## config.mk

```make
export PLATFORM = sky130hd
export DESIGN_NAME = v_hier_qvec_monitor
export DESIGN_NICKNAME = d
export VERILOG_FILES = /design/src/rtl/v_hier_qvec_monitor.sv
export SDC_FILE = /design/constraint.sdc
export NUM_CORES = 1
export LEC_CHECK = 0
export ABC_CLOCK_PERIOD_IN_PS = 3800
export CAP_MARGIN = 5
export CORE_ASPECT_RATIO = 2
export CORE_MARGIN = 2
export CORE_UTILIZATION = 45
export CTS_CLUSTER_SIZE = 10
export DETAILED_ROUTE_END_ITERATION = 12
export PLACE_DENSITY = 0.65
export SYNTH_ARGS = -nofsm -noshare
export SYNTH_HDL_FRONTEND = slang
export SYNTH_SLANG_ARGS = --single-unit
```

## constraint.sdc

```tcl
create_clock -name clk -period 3.8 [get_ports clk]
set_input_delay 0.57 -clock clk [delete_from_list [all_inputs] [get_ports clk]]
set_output_delay 0.57 -clock clk [all_outputs]
set_load 0.05 [all_outputs]
```

## src/rtl/v_hier_qvec_monitor.sv

```systemverilog
// Debounces the 4-bit qvec bus and queues each committed change as {value, changed-bit mask}.
// Define V_HIER_QMON_TIMESTAMP_EN to add an 8-bit free-running timestamp to every queued event.
module v_hier_qvec_monitor #(
  parameter int DEPTH         = 4,
  parameter int STABLE_CYCLES = 2,
  parameter int CNT_W         = 8
) (
  input  logic             clk,
  input  logic             rst,
  input  logic [3:0]       qvec,
  output logic             evt_valid,
  input  logic             evt_ready,
  output logic [3:0]       evt_data,
  output logic [3:0]       evt_diff,
  output logic [CNT_W-1:0] evt_cnt,
  output logic             overflow,
  input  logic             clr_ovf
`ifdef V_HIER_QMON_TIMESTAMP_EN
  ,
  output logic [7:0]       evt_ts
`endif
);

  localparam int PW = (DEPTH > 1) ? $clog2(DEPTH) : 1;
  localparam int CW = $clog2(DEPTH + 1);
  localparam int QW = (STABLE_CYCLES > 1) ? $clog2(STABLE_CYCLES) : 1;
  localparam logic [QW-1:0] QMAX  = QW'(STABLE_CYCLES - 1);
  localparam logic [CW-1:0] CFULL = CW'(DEPTH);

  typedef enum logic {
    S_IDLE,
    S_QUAL
  } state_t;

  state_t          r_state;
  state_t          w_state_nxt;
  logic [3:0]      r_q;
  logic [3:0]      r_acc;
  logic [3:0]      r_cand;
  logic [3:0]      w_cand_nxt;
  logic [QW-1:0]   r_qcnt;
  logic [QW-1:0]   w_qcnt_nxt;
  logic            w_commit;
  logic [3:0]      w_commit_val;

  logic [PW-1:0]   r_wr;
  logic [PW-1:0]   r_rd;
  logic [CW-1:0]   r_count;
  logic [CNT_W-1:0] r_evt_cnt;
  logic            r_ovf;
  logic [3:0]      r_mem_data [DEPTH];
  logic [3:0]      r_mem_diff [DEPTH];

  logic            w_full;
  logic            w_pop;
  logic            w_push;
  logic            w_drop;

`ifdef V_HIER_QMON_TIMESTAMP_EN
  logic [7:0]      r_ts;
  logic [7:0]      r_mem_ts [DEPTH];
`endif

  // NOTE: every signal driven here gets a default first, so no path can infer a latch.
  always_comb begin
    w_state_nxt  = r_state;
    w_cand_nxt   = r_cand;
    w_qcnt_nxt   = r_qcnt;
    w_commit     = 1'b0;
    w_commit_val = r_q;
    case (r_state)
      S_IDLE: begin
        if (r_q != r_acc) begin
          if (STABLE_CYCLES == 1) begin
            w_commit = 1'b1;
          end else begin
            w_cand_nxt  = r_q;
            w_qcnt_nxt  = QW'(1);
            w_state_nxt = S_QUAL;
          end
        end
      end
      S_QUAL: begin
        if (r_q == r_acc) begin
          w_state_nxt = S_IDLE;
        end else if (r_q != r_cand) begin
          w_cand_nxt = r_q;
          w_qcnt_nxt = QW'(1);
        end else if (r_qcnt == QMAX) begin
          w_commit     = 1'b1;
          w_commit_val = r_cand;
          w_state_nxt  = S_IDLE;
        end else begin
          w_qcnt_nxt = r_qcnt + QW'(1);
        end
      end
      default: w_state_nxt = S_IDLE;
    endcase
  end

  assign w_full = (r_count == CFULL);
  assign w_pop  = evt_valid && evt_ready;
  // A full FIFO still accepts a commit when the head leaves on the same edge.
  assign w_push = w_commit && (!w_full || w_pop);
  assign w_drop = w_commit && w_full && !w_pop;

  // NOTE: sequential state uses non-blocking assignments so every register sees pre-edge values.
  always_ff @(posedge clk or posedge rst) begin
    if (rst) begin
      r_state   <= S_IDLE;
      r_q       <= '0;
      r_acc     <= '0;
      r_cand    <= '0;
      r_qcnt    <= '0;
      r_wr      <= '0;
      r_rd      <= '0;
      r_count   <= '0;
      r_evt_cnt <= '0;
      r_ovf     <= 1'b0;
    end else begin
      r_state <= w_state_nxt;
      r_q     <= qvec;
      r_cand  <= w_cand_nxt;
      r_qcnt  <= w_qcnt_nxt;
      if (w_commit) begin
        r_acc     <= w_commit_val;
        r_evt_cnt <= r_evt_cnt + CNT_W'(1);
      end
      if (w_push) r_wr <= r_wr + PW'(1);
      if (w_pop)  r_rd <= r_rd + PW'(1);
      if (w_push && !w_pop)      r_count <= r_count + CW'(1);
      else if (!w_push && w_pop) r_count <= r_count - CW'(1);
      if (w_drop)       r_ovf <= 1'b1;
      else if (clr_ovf) r_ovf <= 1'b0;
    end
  end

  // NOTE: storage is not reset; its contents are only observed through a nonzero count.
  always_ff @(posedge clk) begin
    if (w_push) begin
      r_mem_data[r_wr] <= w_commit_val;
      r_mem_diff[r_wr] <= w_commit_val ^ r_acc;
`ifdef V_HIER_QMON_TIMESTAMP_EN
      r_mem_ts[r_wr]   <= r_ts;
`endif
    end
  end

`ifdef V_HIER_QMON_TIMESTAMP_EN
  always_ff @(posedge clk or posedge rst) begin
    if (rst) r_ts <= '0;
    else     r_ts <= r_ts + 8'd1;
  end

  assign evt_ts = evt_valid ? r_mem_ts[r_rd] : 8'd0;
`endif

  assign evt_valid = (r_count != '0);
  assign evt_data  = evt_valid ? r_mem_data[r_rd] : 4'd0;
  assign evt_diff  = evt_valid ? r_mem_diff[r_rd] : 4'd0;
  assign evt_cnt   = r_evt_cnt;
  assign overflow  = r_ovf;

endmodule

```

==> metrics.cfg, run 1 <==
[synth]
avgSynthCellArea_um2 = 16.6
synth_nets = 177
ys.flop_type = edfxtp_1
synth_seq_cells = 62
yosys_warnings = 0
ys_types = 32
synth.cell_area_um2 = 2690
synthArstFlopShare = 0.484
yosysSeqAreaShare = 0.637
synth-edff-count = 32
syn-instance-count = 162

[cts]
root_buffer = clkbuf_16
clkTransAtPathRegs_ns = 0.05
clock_path_buffers = 2
cts-htree-levels = 3
clkSinkCount = 62
cts_buffers = 9
clk_latency_ns = 0.33
cts_setup_buffers = 0
holdBufCountCts = 0
cts_tree = done
cts_resized = 0

[placement]
io_buffers = 25
dpl.hpwl_mm = 3.20
dp.cells = 241
routabilityCongestion = 0.723
place_ws_ns = 0.837
postPlaceCellArea_um2 = 2980

[critical_path]
critPathBufInv = 1
start_kind = register
cpMaxStageDelayCell = dfrtp_1
crit_type = register to output pin
cp-end-kind = output pin
worstPathRequired_ns = 3.23
path_delay_family = flip-flops
cp_max_fo = 10
crit_chain = mux4_2, and2_1, clkdlybuf4s50_1
worstPathArrival_ns = 2.47
critical_path.max_stage_delay_ns = 0.71

[global_routing]
grt_max_degree = 31
grt_pass1_wl_mm = 7.78
grtUsageTotal = 0.163
overflow = 0
antenna_found_initial = 0
grt_pass1_vias = 1504

[sta]
relSlewSlack = 0.613
setup_ws_ns = 0.760
maxSlewViolCount = 0
max_slew.worst_pin.slew_ns = 0.580
clock.fmax_ghz = 0.329
setup_viol = 0
fin_setup_tns_ns = 0
period_minus_slack_ns = 3.04
skew_ns = 0.00689
hold_slack_ns = 0.466
rsz0062_at_grt = no
report.final.hold_viol_count = 0
fin_crit_sh = 0.800

[final_layout]
fill_cells = 446
areaGrowthSynthToFinish_pct = 24.4
fin_area_um2 = 3340
ff_latch_area_um2 = 1710
final_cells = 258
layout-drive-gt1-share = 0.259
multi_input_area_um2 = 907
nets = 207
diodes = 0

[floorplan]
die_w_um = 58.6
rows = 39
die_area_um2 = 6640
start_util = 0.466
core_um2 = 5760
pin_count = 26
die_y_um = 113

[run_status]
violations = design-rule violations
status = finished with violations

[drt]
avgViaCountPerCell = 5.35
antenna_left = 0
wire_per_inst_um = 17.9
drt_first_pass_iters = 8
drt_iter0_markers = 24
drc = 2
wirelength_mm = 4.63
dr_total_vias = 1380

[power]
peakVddDrop_uv = 465
power_density_nw_per_um2 = 845
leakagePower_uw = 0.00130

[hold_path]
hold_path.class = register to register

[flow_run]
cap_violations = 0

==> cells in the mapped netlist (2+ instances only) <==
| master | n | area (um^2) |
|---|---|---|
| xor2_1 | 9 | 78.8 |
| xnor2_1 | 8 | 70.1 |
| and2_2 | 4 | 30.0 |
| inv_1 | 6 | 22.5 |
| nor2_1 | 3 | 11.3 |
| mux4_2 | 8 | 180 |
| nand2_1 | 2 | 7.51 |
| clkbuf_1 | 5 | 18.8 |
| ha_1 | 6 | 75.1 |
| edfxtp_1 | 32 | 961 |
| nand3_2 | 2 | 20.0 |
| nor4_1 | 5 | 31.3 |
| nor4_4 | 2 | 42.5 |
| xor2_2 | 4 | 65.1 |
| mux2_2 | 10 | 113 |
| and2_1 | 8 | 50.1 |
| dfrtp_1 | 30 | 751 |
| nand3_1 | 4 | 20.0 |
==> through the flow <==
| stage | total power [uW] | utilization |
|---|---|---|
| 6_report | 2820 | 0.580 |
| 4_1_cts | 2850 | 0.575 |
| 3_3_place_gp | 1920 | 0.517 |
| 2_1_floorplan | 1680 | - |
| 3_5_place_dp | 1960 | 0.517 |
| 5_1_grt | 2970 | 0.580 |
==> kinds of logic after synthesis <==
group / Yosys count / share of synthesized area
buffers and inverters: 14 / 0.0247
AND/OR/NAND/NOR: 38 / 0.105
AO/OA/AOI/OAI: 1 / 0.00326
flip-flops: 62 / 0.637
multiplexers: 19 / 0.115
XOR/XNOR: 21 / 0.0797
adder cells (fa/ha/maj): 7 / 0.0354
==> worst register-to-register path, stage by stage, from the launching register on <==
cell and delay, ns:
dfrtp_1 0.47, xnor2_1 0.24, nand3_2 0.28, nor4_4 0.51, ha_1 0.26, inv_1 0.07, fa_1 0.37, xor2_1 0.15
nor2_1 0.11, xor2_1 0.16
==> power by group <==
group | switching (uW) | leakage, uW | internal [uW]
Combinational | 539 | 0.000480 | 397
Clock | 283 | 0.000169 | 603
Sequential | 154 | 0.000651 | 847
==> metal layers <==
metal | track usage | wire length (um)
met1 | 0.176 | 1730
met2 | 0.276 | 2640
met3 | 0.0549 | 142
met4 | 0.0818 | 119
met5 | 0 | 0
==> final cells by class <==
cell class | count | area share
Clock buffer | 12 | 0.0865
Inverter | 6 | 0.00674
Clock inverter | 4 | 0.0146
Multi-Input combinational cell | 86 | 0.272
Sequential cell | 62 | 0.512
Timing Repair Buffer | 27 | 0.0854
Tap cell | 61 | 0.0228
==> sequential cells by signal (all words and copies together), names as in the netlist <==
name        count
r_q             4
r_state         1
r_mem_data     16
overflow        1
r_qcnt          1
r_cand          4
r_rd            2
r_mem_diff     16
r_wr            2
r_count         3
evt_cnt         8
r_acc           4
==> path summary, 6_finish.rpt <==
check	from	to	slack [ns]	depth (start not counted)
max	r_rd[0]	evt_diff[1]	0.76	3
min	evt_cnt[7]	evt_cnt[7]	0.47	1
max reg2reg	r_q[0]	r_count[2]	1.09	9
min reg2reg	evt_cnt[7]	evt_cnt[7]	0.47	1
max in group asynchronous	rst	r_acc[3]	2.86	3
min in group asynchronous	rst	r_wr[1]	0.51	2
==> layout by cell type (no fill, tap or decap), drive strengths merged, types with 2 or more instances in the layout <==
master	instances
ha	6
inv	6
mux2	11
clkbuf	12
nand2	2
nand3	6
edfxtp	32
xor2	13
and2	12
nor2	3
mux4	8
clkinv	3
nor4	7
clkdlybuf4s50	25
xnor2	8
buf	2
dfrtp	30
(Power assumes the default switching activity.)
==> run 2, diff against run 1 <==
- ABC_CLOCK_PERIOD_IN_PS: 3800 -> 2400
- PLACE_DENSITY: 0.65 -> 0.68
- clock period: 3.8 -> 2.4 ns (I/O delays scaled with it)
==> metrics.cfg, run 2 (synthesis results as in run 1) <==
[run_status]
status = finished with violations
violations = design-rule violations

[global_routing]
overflow = 0  ; unchanged
grt_max_degree = 31  ; unchanged
antenna_found_initial = 0  ; unchanged
grt_pass1_vias = 1671  ; +11%
grt_pass1_wl_mm = 8.39  ; +7.9%
grtUsageTotal = 0.177  ; +0.0136

[power]
power_density_nw_per_um2 = 1270  ; +50%
leakagePower_uw = 0.00135  ; +3.7%
peakVddDrop_uv = 876  ; +89%

[flow_run]
cap_violations = 0  ; unchanged

[sta]
maxSlewViolCount = 0  ; unchanged
clock.fmax_ghz = 0.444
setup_ws_ns = 0.145  ; -0.615 ns
fin_crit_sh = 0.939
report.final.hold_viol_count = 0  ; unchanged
relSlewSlack = 0.659  ; +0.0461
max_slew.worst_pin.slew_ns = 0.509  ; -0.0708 ns
skew_ns = 0.00804  ; +0.00115 ns
setup_viol = 0  ; unchanged
rsz0062_at_grt = yes
period_minus_slack_ns = 2.25
fin_setup_tns_ns = 0  ; unchanged

[cts]
root_buffer = clkbuf_16
clk_latency_ns = 0.32  ; about the same
cts_tree = done
clock_path_buffers = 2  ; unchanged
clkTransAtPathRegs_ns = 0.05  ; about the same
cts_buffers = 9  ; unchanged
holdBufCountCts = 0  ; unchanged
cts-htree-levels = 3  ; unchanged
clkSinkCount = 62  ; unchanged

[placement]
routabilityCongestion = 0.716  ; -0.98%
dpl.hpwl_mm = 3.63  ; +13%
io_buffers = 25  ; unchanged
postPlaceCellArea_um2 = 3050  ; +2.6%
dp.cells = 254  ; +5.4%
place_ws_ns = -0.323  ; -1.16 ns

[final_layout]
fill_cells = 450  ; +0.90%
fin_area_um2 = 3400  ; +1.8%
layout-drive-gt1-share = 0.376  ; +0.117
nets = 223  ; +7.7%
areaGrowthSynthToFinish_pct = 26.6
final_cell_mix = edfxtp_1, dfrtp_1, buf_4, clkdlybuf4s50_1, mux2_2
final_cells = 274  ; +6.2%
ff_latch_area_um2 = 1720  ; +0.29%
fin_util = 0.590  ; +0.0102
diodes = 0  ; unchanged
final_common_cell = edfxtp_1
multi_input_area_um2 = 965  ; +6.3%

[drt]
wirelength_mm = 4.91  ; +6.1%
avgViaCountPerCell = 5.32  ; -0.52%
dr_total_vias = 1458  ; +5.7%
drt_first_pass_iters = 8  ; unchanged
drt_iter0_markers = 45  ; +88%
drc = 2  ; unchanged
antenna_left = 0  ; unchanged
wire_per_inst_um = 17.9  ; -0.12%

[floorplan]
die_y_um = 113  ; unchanged
pin_count = 26  ; unchanged
die_w_um = 58.6  ; unchanged
die_area_um2 = 6640  ; unchanged
rows = 39  ; unchanged
core_um2 = 5760  ; unchanged
start_util = 0.466  ; unchanged

[critical_path]
cpMaxStageDelayCell = dfrtp_2
worstPathRequired_ns = 2.61  ; -0.62 ns
start_kind = register
worstPathArrival_ns = 2.46  ; about the same
cp_max_fo = 7  ; -3
cp-end-kind = register
crit_top_cell = nor4_4
crit_chain = xor2_4, nor4_4, nor4_4, ha_2, inv_1, fa_2, mux2_2
critical_path.max_stage_delay_ns = 0.48  ; -0.23 ns
crit_type = register to register

[hold_path]
hold_path.class = primary input to asynchronous set/reset pin

[run 2: what timing repair did]
| item | 4_1_cts | 5_1_grt |
|---|---|---|
| gates resized for setup | 4 | 10 |
| pin swaps | 2 | 3 |
| endpoints found under the setup margin | 2 | 2 |
| setup buffers | 1 | 3 |
[run 2: per-layer routing]
layer	wire length, um	global-route usage	vias up
li1	-	-	676
met1	1750	0.172	741
met2	2870	0.324	29
met3	155	0.0491	12
met4	131	0.0879	0
met5	0	0	-
[run 2: power breakdown]
part	leakage (uW)	switching (uW)	internal, uW	total [uW]
Clock	0.000127	406	691	1100
Combinational	0.000573	946	719	1660
Sequential	0.000647	213	1340	1560
Total	0.00135	1570	2750	4320
[run 2: critical path: cells and delay by family (launching register included)]
kind	cells	cell delay (ns)
xor+xnor	1	0.19
fa+ha+maj	2	0.63
buf+inv	1	0.08
flops	1	0.48
mux	1	0.26
simple gates	2	0.51
[run 2: per-stage QoR]
| stage | hold WS [ns] | total power (uW) |
|---|---|---|
| 2_1_floorplan | 0.391 | 2660 |
| 3_3_place_gp | 0.462 | 3110 |
| 3_5_place_dp | 0.469 | 3190 |
| 4_1_cts | 0.429 | 4310 |
| 5_1_grt | 0.478 | 4540 |
| 6_report | 0.415 | 4320 |
[run 2: worst paths after layout]
path	startpoint	end	slack (ns)	cells after the start
setup / recovery	r_q[1]	r_count[1]	0.15	7
hold / removal	rst	overflow	0.42	3
setup reg to reg	r_q[1]	r_count[1]	0.15	7
hold reg to reg	evt_cnt[7]	evt_cnt[7]	0.48	1
max in group asynchronous	rst	r_q[0]	1.66	3
min in group clk	evt_cnt[7]	evt_cnt[7]	0.48	1
[run 2: layout make-up]
cell class,instances,share of cell area
timing repair buffer,43,0.107
sequential,62,0.505
multi-input combinational,86,0.284
clock inverter,3,0.00442
clock buffer,13,0.0707
inverter,6,0.00662
tap,61,0.0225
==> run 3, diff against run 2 <==
- DONT_BUFFER_PORTS: unset -> 1
- PLACE_DENSITY: 0.68 -> unset
==> metrics.cfg, run 3 (synthesis results as in run 1) <==
[run_status]
status = finished with violations
violations = design-rule violations

[sta]
maxSlewViolCount = 0  ; unchanged
max_slew.worst_pin.slew_ns = 0.640  ; +0.131 ns
setup_ws_ns = 0.102  ; -0.0435 ns
clock.fmax_ghz = 0.435  ; -1.9%
period_minus_slack_ns = 2.30  ; +0.0435 ns
rsz0062_at_grt = no
report.final.hold_viol_count = 0  ; unchanged
hold_slack_ns = 0.00470  ; -0.411 ns
setup_viol = 0  ; unchanged
relSlewSlack = 0.573  ; -0.0861
fin_crit_sh = 0.958  ; +0.0181
skew_ns = 0.00629  ; -0.00175 ns

[drt]
wl_met3_um = 170  ; +9.7%
antenna_left = 0  ; unchanged
dr_total_vias = 1334  ; -8.5%
avgViaCountPerCell = 5.44  ; +2.3%
routed.top_layer = met4
drc = 3  ; +1
drt_first_pass_iters = 8  ; unchanged
drt_iter0_markers = 19  ; -58%
wl_met2_mm = 2.65  ; -7.9%
wire_per_inst_um = 18.9  ; +5.4%
wirelength_mm = 4.62  ; -5.8%
wirelength_met1_mm = 1.69  ; -3.5%

[placement]
postPlaceCellArea_um2 = 2810  ; -8.0%
io_buffers = 0  ; -100%
routabilityCongestion = 0.719  ; +0.43%
dpl.hpwl_mm = 3.23  ; -11%
place_ws_ns = -0.00857  ; +0.315 ns

[global_routing]
antenna_found_initial = 0  ; unchanged
grt_pass1_vias = 1499  ; -10%
grtUsageTotal = 0.165  ; -0.0113
grt_max_degree = 31  ; unchanged
grt_pass1_wl_mm = 7.67  ; -8.6%
overflow = 0  ; unchanged

[cts]
root_buffer = clkbuf_16
cts_buffers = 9  ; unchanged
clkSinkCount = 62  ; unchanged
holdBufCountCts = 0  ; unchanged
clk_latency_ns = 0.32  ; about the same
cts_tree = done
clock_path_buffers = 2  ; unchanged
clkTransAtPathRegs_ns = 0.05  ; about the same
cts-htree-levels = 3  ; unchanged

[floorplan]
start_util = 0.466  ; unchanged
die_area_um2 = 6640  ; unchanged
die_w_um = 58.6  ; unchanged
core_um2 = 5760  ; unchanged
die_y_um = 113  ; unchanged
pin_count = 26  ; unchanged
rows = 39  ; unchanged

[critical_path]
r2r_slack_ns = 0.10  ; -0.04 ns
cp_max_fo = 2  ; -5
critPathBufInv = 2  ; +1
path_delay_family = simple AND/OR/NAND/NOR gates
cp-end-kind = register
cpMaxStageDelayCell = or4b_2
worstPathRequired_ns = 2.61  ; about the same
worstPathArrival_ns = 2.50  ; +0.04 ns
crit_chain = or4b_2, inv_2, nor4_4, ha_2, inv_1, fa_2, mux2_2
critical_path.max_stage_delay_ns = 0.68  ; +0.20 ns
start_kind = register
crit_type = register to register

[power]
power_density_nw_per_um2 = 1310  ; +2.9%
power_uw = 4120  ; -4.7%
leakagePower_uw = 0.00122  ; -9.3%
peakVddDrop_uv = 696  ; -21%

[final_layout]
nets = 194  ; -13%
final_cell_mix = edfxtp_1, dfrtp_1, buf_4, mux2_2
diodes = 0  ; unchanged
final_common_cell = edfxtp_1
layout-drive-gt1-share = 0.364  ; -0.0115
fin_area_um2 = 3150  ; -7.4%
fin_util = 0.547  ; -0.0435
areaGrowthSynthToFinish_pct = 17.3

[flow_run]
cap_violations = 0  ; unchanged

[hold_path]
hold_path.class = primary input to asynchronous set/reset pin

run 3: routing by layer:
layer	vias to the layer above	global-route usage
li1	613	-
met1	681	0.167
met2	30	0.286
met3	10	0.0606
met4	0	0.0864
met5	-	0
run 3: layout make-up:
cell class              instances  area, um^2
inverters                       6        22.5
fillers                       481        2610
clock buffers                  14         254
repair buffers                 14         105
flip-flops and latches         62        1720
multi-input cells              86         965
clock inverters                 2        10.0
well taps                      61        76.3
run 3: repair_timing:
item	4_1_cts	5_1_grt
endpoints found under the setup margin	1	2
setup buffers	0	2
pin swaps	0	5
gates cloned	0	0
resized for setup	2	10
run 3: through the flow:
step / TNS [ns] / cells
finish: 0 / 245
detailed placement: -0.00857 / 227
global placement: 0 / 227
CTS: 0 / 243
floorplan: 0 / 162
global route: 0 / 245
run 3: report_power, final:
group	internal, uW	switching, uW
registers	1340	323
clock network	722	416
logic	532	783
run 3: worst paths after layout:
path / startpoint / endpoint / depth (start not counted)
max in group asynchronous: rst / r_q[1] / 2
worst max register to register: r_count[0] / r_count[1] / 7
worst max-delay path: r_count[0] / r_count[1] / 7
worst min-delay path: rst / r_wr[0] / 2
min in group clk: qvec[0] / r_q[0] / 0
worst min register to register: r_count[2] / r_count[2] / 1
